File: src/rtl/rv_pkg.sv
// Shared fetch-stage definitions: datapath widths, reset PC default, the fetch
// FSM encoding and the fetched-instruction buffer entry.
package rv_pkg;

    localparam int XLEN = 64;
    localparam int ILEN = 32;

    localparam logic [XLEN-1:0] RESET_PC_DEFAULT = 64'h0000_0000_0000_0000;

    typedef enum logic [1:0] {
        IDLE = 2'd0,
        WAIT = 2'd1,
        KILL = 2'd2
    } fetch_state_e;

    typedef struct packed {
        logic [XLEN-1:0] pc;
        logic [ILEN-1:0] instr;
    } fetch_entry_t;

    // Instruction fetch addresses are always word aligned.
    function automatic logic [XLEN-1:0] align_pc(input logic [XLEN-1:0] pc);
        return {pc[XLEN-1:2], 2'b00};
    endfunction

endpackage

File: src/rtl/fetch_fifo.sv
// Small circular buffer of fetched instructions between the fetch FSM and
// decode. Flush empties it in one cycle and wins over push and pop.
module fetch_fifo
    import rv_pkg::*;
#(
    parameter int DEPTH = 2
) (
    input  logic                           clk,
    input  logic                           rst,
    input  logic                           push,
    input  fetch_entry_t                   push_entry,
    input  logic                           pop,
    input  logic                           flush,
    output logic [$clog2(DEPTH+1)-1:0]     count,
    output fetch_entry_t                   head
);

    localparam int PW = (DEPTH > 1) ? $clog2(DEPTH) : 1;
    localparam int CW = $clog2(DEPTH + 1);
    localparam logic [CW-1:0] FULL = CW'(DEPTH);

    fetch_entry_t   mem [DEPTH];
    logic [PW-1:0]  rd_ptr;
    logic [PW-1:0]  wr_ptr;
    logic [CW-1:0]  count_q;
    logic           do_push;
    logic           do_pop;

    assign do_pop  = pop && (count_q != '0);
    // A push into a full buffer is only legal when the head leaves in the same cycle.
    assign do_push = push && ((count_q != FULL) || do_pop);

    always_ff @(posedge clk) begin
        if (rst) begin
            rd_ptr  <= '0;
            wr_ptr  <= '0;
            count_q <= '0;
            for (int i = 0; i < DEPTH; i++) begin
                mem[i] <= '0;
            end
        end else if (flush) begin
            rd_ptr  <= '0;
            wr_ptr  <= '0;
            count_q <= '0;
        end else begin
            if (do_push) begin
                mem[wr_ptr] <= push_entry;
                wr_ptr      <= wr_ptr + PW'(1);
            end
            if (do_pop) begin
                rd_ptr <= rd_ptr + PW'(1);
            end
            count_q <= count_q + CW'(do_push) - CW'(do_pop);
        end
    end

    assign count = count_q;
    assign head  = mem[rd_ptr];

endmodule

File: src/rtl/if_stage.sv
// Instruction fetch stage: one request in flight at a time, redirect handling
// with response kill, and a 2-entry buffer feeding decode.
module if_stage
    import rv_pkg::*;
#(
    parameter logic [63:0] RESET_PC   = RESET_PC_DEFAULT,
    parameter int          FIFO_DEPTH = 2
) (
    input  logic         clk,
    input  logic         rst,
    output logic         imem_req_valid,
    input  logic         imem_req_ready,
    output logic [63:0]  imem_req_addr,
    input  logic         imem_rsp_valid,
    input  logic [31:0]  imem_rsp_data,
    input  logic         redirect_valid,
    input  logic [63:0]  redirect_pc,
    output logic         id_valid,
    input  logic         id_ready,
    output logic [31:0]  id_instr,
    output logic [63:0]  id_pc,
    output logic [6:0]   id_opcode,
    output fetch_state_e dbg_state
);

    // Handshakes: a transfer happens in any cycle where valid && ready; valid
    // never depends on ready, and the memory response has no backpressure.
    localparam int CW = $clog2(FIFO_DEPTH + 1);
    localparam logic [CW-1:0] FIFO_FULL = CW'(FIFO_DEPTH);

    fetch_state_e   state_q;
    fetch_state_e   state_d;
    logic [63:0]    pc_q;
    logic [63:0]    pc_d;
    logic           req_fire;
    logic           fifo_push;
    logic           fifo_pop;
    logic [CW-1:0]  fifo_count;
    fetch_entry_t   fifo_head;
    fetch_entry_t   push_entry;

    assign imem_req_valid = (state_q == IDLE) && (fifo_count < FIFO_FULL)
                            && !redirect_valid && !rst;
    assign imem_req_addr  = rst ? '0 : pc_q;
    assign req_fire       = imem_req_valid && imem_req_ready;

    always_ff @(posedge clk) begin
        if (rst) begin
            state_q <= IDLE;
            pc_q    <= RESET_PC;
        end else begin
            state_q <= state_d;
            pc_q    <= pc_d;
        end
    end

    always_comb begin
        state_d   = state_q;
        pc_d      = pc_q;
        fifo_push = 1'b0;
        unique case (state_q)
            IDLE: begin
                if (req_fire) state_d = WAIT;
            end
            WAIT: begin
                // A redirect makes the outstanding response stale: drop it now
                // if it is here, otherwise remember to drop it when it arrives.
                if (redirect_valid) begin
                    state_d = imem_rsp_valid ? IDLE : KILL;
                end else if (imem_rsp_valid) begin
                    state_d   = IDLE;
                    fifo_push = 1'b1;
                end
            end
            KILL: begin
                if (imem_rsp_valid) state_d = IDLE;
            end
            default: state_d = IDLE;
        endcase

        if (redirect_valid) begin
            pc_d = align_pc(redirect_pc);
        end else if (req_fire) begin
            pc_d = pc_q + 64'd4;
        end
    end

    // pc_q already points past the outstanding request while in WAIT.
    assign push_entry = '{pc: pc_q - 64'd4, instr: imem_rsp_data};
    assign fifo_pop   = id_valid && id_ready && !redirect_valid;

    fetch_fifo #(
        .DEPTH (FIFO_DEPTH)
    ) u_fifo (
        .clk        (clk),
        .rst        (rst),
        .push       (fifo_push),
        .push_entry (push_entry),
        .pop        (fifo_pop),
        .flush      (redirect_valid),
        .count      (fifo_count),
        .head       (fifo_head)
    );

    assign id_valid  = (fifo_count != '0) && !rst;
    assign id_instr  = id_valid ? fifo_head.instr : '0;
    assign id_pc     = id_valid ? fifo_head.pc : '0;
    assign id_opcode = id_instr[6:0];
    assign dbg_state = state_q;

endmodule

File: config.mk
export PLATFORM = sky130hd
export DESIGN_NAME = if_stage
export DESIGN_NICKNAME = d
export VERILOG_FILES = /design/src/rtl/rv_pkg.sv /design/src/rtl/fetch_fifo.sv /design/src/rtl/if_stage.sv
export SDC_FILE = /design/constraint.sdc
export NUM_CORES = 1
export LEC_CHECK = 0
export CAP_MARGIN = 20
export CORE_MARGIN = 2
export CORE_UTILIZATION = 40
export CTS_CLUSTER_DIAMETER = 80
export CTS_CLUSTER_SIZE = 8
export DETAILED_ROUTE_END_ITERATION = 16
export GPL_TIMING_DRIVEN = 0
export REMOVE_ABC_BUFFERS = 1
export SETUP_SLACK_MARGIN = 0.3
export SYNTH_ARGS = -nofsm -noshare
export SYNTH_HDL_FRONTEND = slang
export SYNTH_HIERARCHICAL = 1
export SYNTH_SLANG_ARGS = --single-unit
File: constraint.sdc
create_clock -name clk -period 4.9 [get_ports clk]
set_input_delay 0.49 -clock clk [delete_from_list [all_inputs] [get_ports clk]]
set_output_delay 0.49 -clock clk [all_outputs]
set_load 0.005 [all_outputs]
==> results of run 1 <==
-- cell usage after synthesis, types with 24 or more instances --
master    number  share of area, %
xnor2_1       45               2.7
dfxtp_1       69               9.3
a21oi_1       62               2.1
nor2b_1       51               2.2
mux2_2       101               7.7
and2_1       282                12
edfxtp_1     192                39
nand2_1       77               2.0
clkbuf_1     102               2.6
xor2_1        35               2.1
nor2_1        61               1.5
o21ai_0       24              0.81
nor3_1        42               1.4
nor4_1        29               1.2
-- logic make-up after synthesis --
group,count (synthesis),share of synthesized area (%)
adder cells (fa/ha/maj),4,0.338
multiplexers,102,7.74
other,1,0.0253
flip-flops,261,48.2
buffers and inverters,158,5.00
XOR/XNOR,80,4.73
AO/OA/AOI/OAI,159,6.43
AND/OR/NAND/NOR,692,27.5
-- worst max-delay path, stage by stage, from the launching register on --
cell	delay, ps
dfxtp_1	420
nor2_1	210
nor2_4	500
buf_12	250
and3_1	190
or3b_1	150
and4b_4	710
buf_16	300
or2_4	440
buf_16	280
buf_16	270
-- power breakdown --
group	leakage (nW)	switching [mW]	internal, mW
clock network	0.520	0.960	1.46
logic	3.69	0.248	0.239
registers	2.55	0.0911	2.45
total	6.76	1.30	4.15
-- worst paths after layout --
check / to / startpoint / cells past startpoint
hold / removal: dbg_state[0] / dbg_state[1] / 1
hold reg to reg: dbg_state[0] / dbg_state[1] / 1
setup reg to reg: u_fifo/mem[0][58] / u_fifo/count[1] / 10
setup / recovery: u_fifo/mem[0][58] / u_fifo/count[1] / 10
-- layout make-up --
type	instances	area [sq um]
flip-flops and latches	261	7150
inverters	16	60.1
clock buffers	65	1050
well taps	468	586
clock inverters	4	38.8
repair buffers	279	2940
fillers	3354	17700
diodes	1	2.50
multi-input cells	1044	7000
-- flip-flops by register name, indices dropped and copies added (netlist names), named ones only --
signal and cells:
u_fifo/mem 192, pc_q 62, dbg_state 2, u_fifo/count 2, u_fifo/rd_ptr 1, u_fifo/wr_ptr 1
-- routing by layer --
layer	share of wire, %	track usage (%)
met1	44	28.8
met4	2.6	6.40
met5	0.066	0
met3	6.8	4.11
met2	46	34.9
-- stage by stage --
step | TNS, ps | cell area [sq um] | hold WS, ps | utilization [%]
after floorplan | -290000 | 14200 | 466 | -
after global placement | -5577980 | 17400 | 472 | 47.7
after detailed placement | -2700 | 17700 | 473 | 48.5
after CTS | 0 | 18800 | 486 | 51.5
after global routing | 0 | 18800 | 501 | 51.5
final | 0 | 18800 | 485 | 51.6
==> results.md, run 1 <==
- Count of non-filler cells in the finished layout: 2,138
- Top_reg_cell synth: edfxtp_1
- Die H: 196 um
- Worst EP arrival: 4330 ps
- CP Launch Type: flop
- HP Class: flop to flop
- Post-synth EDFFs: 192
- Final period utilization: 84.4%
- Initial Util: 40.6%
- Port Buffers: 268
- Fraction of layout instances using a drive strength above 1: 12.2%
- Max FO, Critical Path: 52
- CORE AREA: 36,500 sq um
- First-pass GRT wire length: 64.4 mm
- Post-synth ARST share: 0%
- Syn. warnings: 6
- Nets@finish: 1,746
- CTS Root Cell: clkbuf_16
- Pre-CTS setup slack: -74.3 ps
- Leakage Power: 6.76 nW
- Area growth, synth to finish: 27.0%
- Die width: 196 um
- Placed cell count: 2,067
- Final min period: 4140 ps
- Initial DRC Count: 788
- RSZ-0062 raised after global routing: false
- First-pass DRT Iterations: 5
- Syn avg cell area: 10.2 sq um
- Clock sinks: 261
- Worst VDD drop: 0.198 mV
- H-tree levels: 2
- Critical path capture point type: flop
- Power Total: 5.45 mW
- Critical Path RT: 5090 ps
- FF+latch count, synth: 261
- IO Count: 273
- Mapped Area: 14,800 sq um
- GRT Total Usage: 21.3%
- Clock Path Buffers: 3
- Commonest non-fill, non-tap cells in the layout: and2_1 (282), clkdlybuf4s50_1 (266), edfxtp_1 (192), mux2_2 (101), nand2_1 (77)
- Setup bufs post-CTS: 0
- Post-CTS Resized: 0
- Worst-path clk slew: 50 ps
- Pwr/cell area: 289 nW/um^2
- Final setup violation count: 0
- Crit Path Category: flop to flop
- Hold buffers post-CTS: 0
- Pin count of the biggest net entering global routing: 80
- Via count: 11,414
- Max-cap violations: 0
- Hpwl dp: 26.7 mm
- Clock skew: 22.2 ps
- Register area share after synthesis: 48.2%
- WL/cell: 19.7 um
- R2R Setup Slk: 760 ps
- Worst-margin pin slew: 1170 ps
- Yosys cell types: 60
- Die ar.: 38,600 sq um
- Initial antenna violation count: 3
- Antenna viol nets, final: 0
- Setup ws final: 763 ps
- Drt total wl: 42.2 mm
- Congestion Overflow GR: 0
- Clk_lat worst skew: 530 ps
- Vias per cell: 5.34
- Outcome: completed
- Number of global-route vias before repair: 11,310
- Mapped Cells: 1,457
- Number of CTS-inserted buffers: 38
- CTS tree: built
- DRC Markers: 0
- Most common cell after layout, fill and taps aside: and2_1
- Max Slew Vio Count: 0
- Placer congestion estimate: 0.775
- FP Rows: 70
- Slew headroom: 22.0%
- Fmax: 0.242 GHz
- Final Hold Fails: 0
No activity file was read; power rests on OpenSTA's default activity.
==> inputs of run 2 (changes only) <==
--- a/config.mk
+++ b/config.mk
@@ -12,6 +12,7 @@
 export CTS_CLUSTER_SIZE = 8
 export DETAILED_ROUTE_END_ITERATION = 16
 export GPL_TIMING_DRIVEN = 0
+export PLACE_DENSITY = 0.66
 export REMOVE_ABC_BUFFERS = 1
 export SETUP_SLACK_MARGIN = 0.3
 export SYNTH_ARGS = -nofsm -noshare
==> constraint.sdc (replaced) <==
create_clock -name clk -period 3.7 [get_ports clk]
set_input_delay 0.37 -clock clk [delete_from_list [all_inputs] [get_ports clk]]
set_output_delay 0.37 -clock clk [all_outputs]
set_load 0.005 [all_outputs]
==> results.md, run 2 (synthesized netlist as in run 1, its figures left out) <==
- DRC Markers: 0 (unchanged)
- Die ar.: 38,600 sq um (unchanged)
- H-tree levels: 2 (unchanged)
- Count of non-filler cells in the finished layout: 2,148 (was 2,138)
- IO Count: 273 (unchanged)
- Reg with most FFs: u_fifo/mem (unchanged)
- GRT Total Usage: 22.0% (was 21.3%)
- Vias per cell: 5.42 (was 5.34)
- Hold buffers post-CTS: 0 (unchanged)
- Final min period: 3290 ps (was 4140 ps)
- Die H: 196 um (unchanged)
- Max Slew Vio Count: 0 (unchanged)
- Max FO, Critical Path: 66 (was 52)
- Initial DRC Count: 758 (was 788)
- Pin count of the biggest net entering global routing: 84 (was 80)
- HP Class: input pin to flop (was flop to flop)
- Initial antenna violation count: 4 (was 3)
- Final core utilization: 51.8% (was 51.6%)
- Uppermost layer routed: met5 (unchanged)
- Outcome: completed (unchanged)
- Die width: 196 um (unchanged)
- Via count: 11,648 (was 11,414)
- Clock skew: 25.8 ps (was 22.2 ps)
- Area growth, synth to finish: 27.7% (was 27.0%)
- Most common cell after layout, fill and taps aside: and2_1 (unchanged)
- Commonest non-fill, non-tap cells in the layout: and2_1 (282), clkdlybuf4s50_1 (266), edfxtp_1 (192), mux2_2 (101), nand2_1 (77) (unchanged)
- Worst EP arrival: 3520 ps (was 4330 ps)
- Max reg flops: 192 (unchanged)
- WL/cell: 20.2 um (was 19.7 um)
- Initial Util: 40.6% (unchanged)
- FP Rows: 70 (unchanged)
- Fmax: 0.304 GHz (was 0.242 GHz)
- Met1 WL: 18.9 mm (was 18.6 mm)
- Clock Path Buffers: 3 (unchanged)
- Port Buffers: 268 (unchanged)
- Hpwl dp: 27.0 mm (was 26.7 mm)
- Number of global-route vias before repair: 11,412 (was 11,310)
- Placed cell count: 2,067 (unchanged)
- First-pass GRT wire length: 65.8 mm (was 64.4 mm)
- CORE AREA: 36,500 sq um (unchanged)
- Setup TNS: 0 ps (unchanged)
- Nets@finish: 1,755 (was 1,746)
- Crit Path Category: flop to flop (unchanged)
- Clock sinks: 261 (unchanged)
- Leakage Power: 6.82 nW (was 6.76 nW)
- Largest regs: u_fifo/mem (192), pc_q (62) (unchanged)
- Clk_lat worst skew: 540 ps (was 530 ps)
- RSZ-0062 raised after global routing: false (unchanged)
- Worst VDD drop: 0.226 mV (was 0.198 mV)
- Fraction of layout instances using a drive strength above 1: 12.7% (was 12.2%)
- Pre-CTS setup slack: -789 ps (was -74.3 ps)
- Worst-margin pin slew: 1210 ps (was 1170 ps)
- Metal3 WL: 2.83 mm (was 2.88 mm)
- # fillers: 3,343 (was 3,354)
- Setup ws final: 415 ps (was 763 ps)
- CTS tree: built (unchanged)
- Max-cap violations: 0 (unchanged)
- Critical Path RT: 3930 ps (was 5090 ps)
- Met2 routed WL: 20.5 mm (was 19.6 mm)
- Final period utilization: 88.8% (was 84.4%)
- Pwr/cell area: 384 nW/um^2 (was 289 nW/um^2)
- Critical path capture point type: flop (unchanged)
- Worst-path clk slew: 60 ps (was 50 ps)
- Placer congestion estimate: 0.774 (was 0.775)
- Drt total wl: 43.4 mm (was 42.2 mm)
- First-pass DRT Iterations: 5 (unchanged)
- Area of the multi-input gates: 7060 sq um (was 7000 sq um)
- CP Launch Type: flop (unchanged)
- CTS Root Cell: clkbuf_16 (unchanged)
- Slew headroom: 19.5% (was 22.0%)
- Final Hold Fails: 0 (unchanged)
- Congestion Overflow GR: 0 (unchanged)
- Number of CTS-inserted buffers: 38 (unchanged)
- Register Area: 7150 sq um (unchanged)
- Final setup violation count: 0 (unchanged)
- Antenna viol nets, final: 0 (unchanged)
## run 2: cell count changes in the layout (fill, tap and decap cells not counted), sizes merged
cell,before,now
and3,20,21
inv,18,16
diode,1,2
or2,7,11
clkbuf,65,67
and4b,1,2
clkinvlp,0,1
buf,13,16
clkinv,2,1
## run 2: cell type report
cell class              count  area share [%]
clock inverters             2          0.0727
clock buffers              67            5.71
multi-input cells        1050            37.3
diodes                      2          0.0264
well taps                 468            3.09
inverters                  16           0.337
flip-flops and latches    261            37.8
repair buffers            282            15.7
## run 2: stage by stage
step	power (mW)	instance area (sq um)	hold WS [ps]
floorplan	3.71	14200	439
global placement	4.06	17400	466
detailed placement	4.07	17700	477
CTS	7.33	18900	325
global route	7.53	18900	379
finish	7.26	18900	343
## run 2: worst paths after layout
check                        from                end  slack (ps)  cells after the start
hold / removal     redirect_valid           pc_q[25]         340                      3
setup reg to reg  u_fifo/count[0]  u_fifo/mem[1][16]         410                      9
hold reg to reg      dbg_state[1]       dbg_state[0]         490                      1
setup / recovery  u_fifo/count[0]  u_fifo/mem[1][16]         410                      9
## run 2: where the power goes
part / internal, mW / total (mW) / switching, mW
combinational: 0.320 / 0.648 / 0.328
sequential: 3.25 / 3.37 / 0.122
clock: 1.96 / 3.24 / 1.28
## run 2: repair_timing
item,4_1_cts,5_1_grt
cloned,7,0
buffers inserted,2,1
resized for setup,5,1
endpoints found under the setup margin,199,61
pin swaps,1,0
## run 2: routing by layer
metal  up-vias  track usage (%)
li1       5501                -
met1      5675             29.5
met2       385             36.3
met3        83             4.06
met4         4             6.76
met5         -                0
## run 2: critical path, stage by stage (launching register included)
cell and delay (ps):
dfxtp_1 350, nor2_2 330, nor2_4 90, buf_12 190, and3_1 200, or3b_1 500
and3_4 330, buf_16 220, or2_4 400, buf_16 250
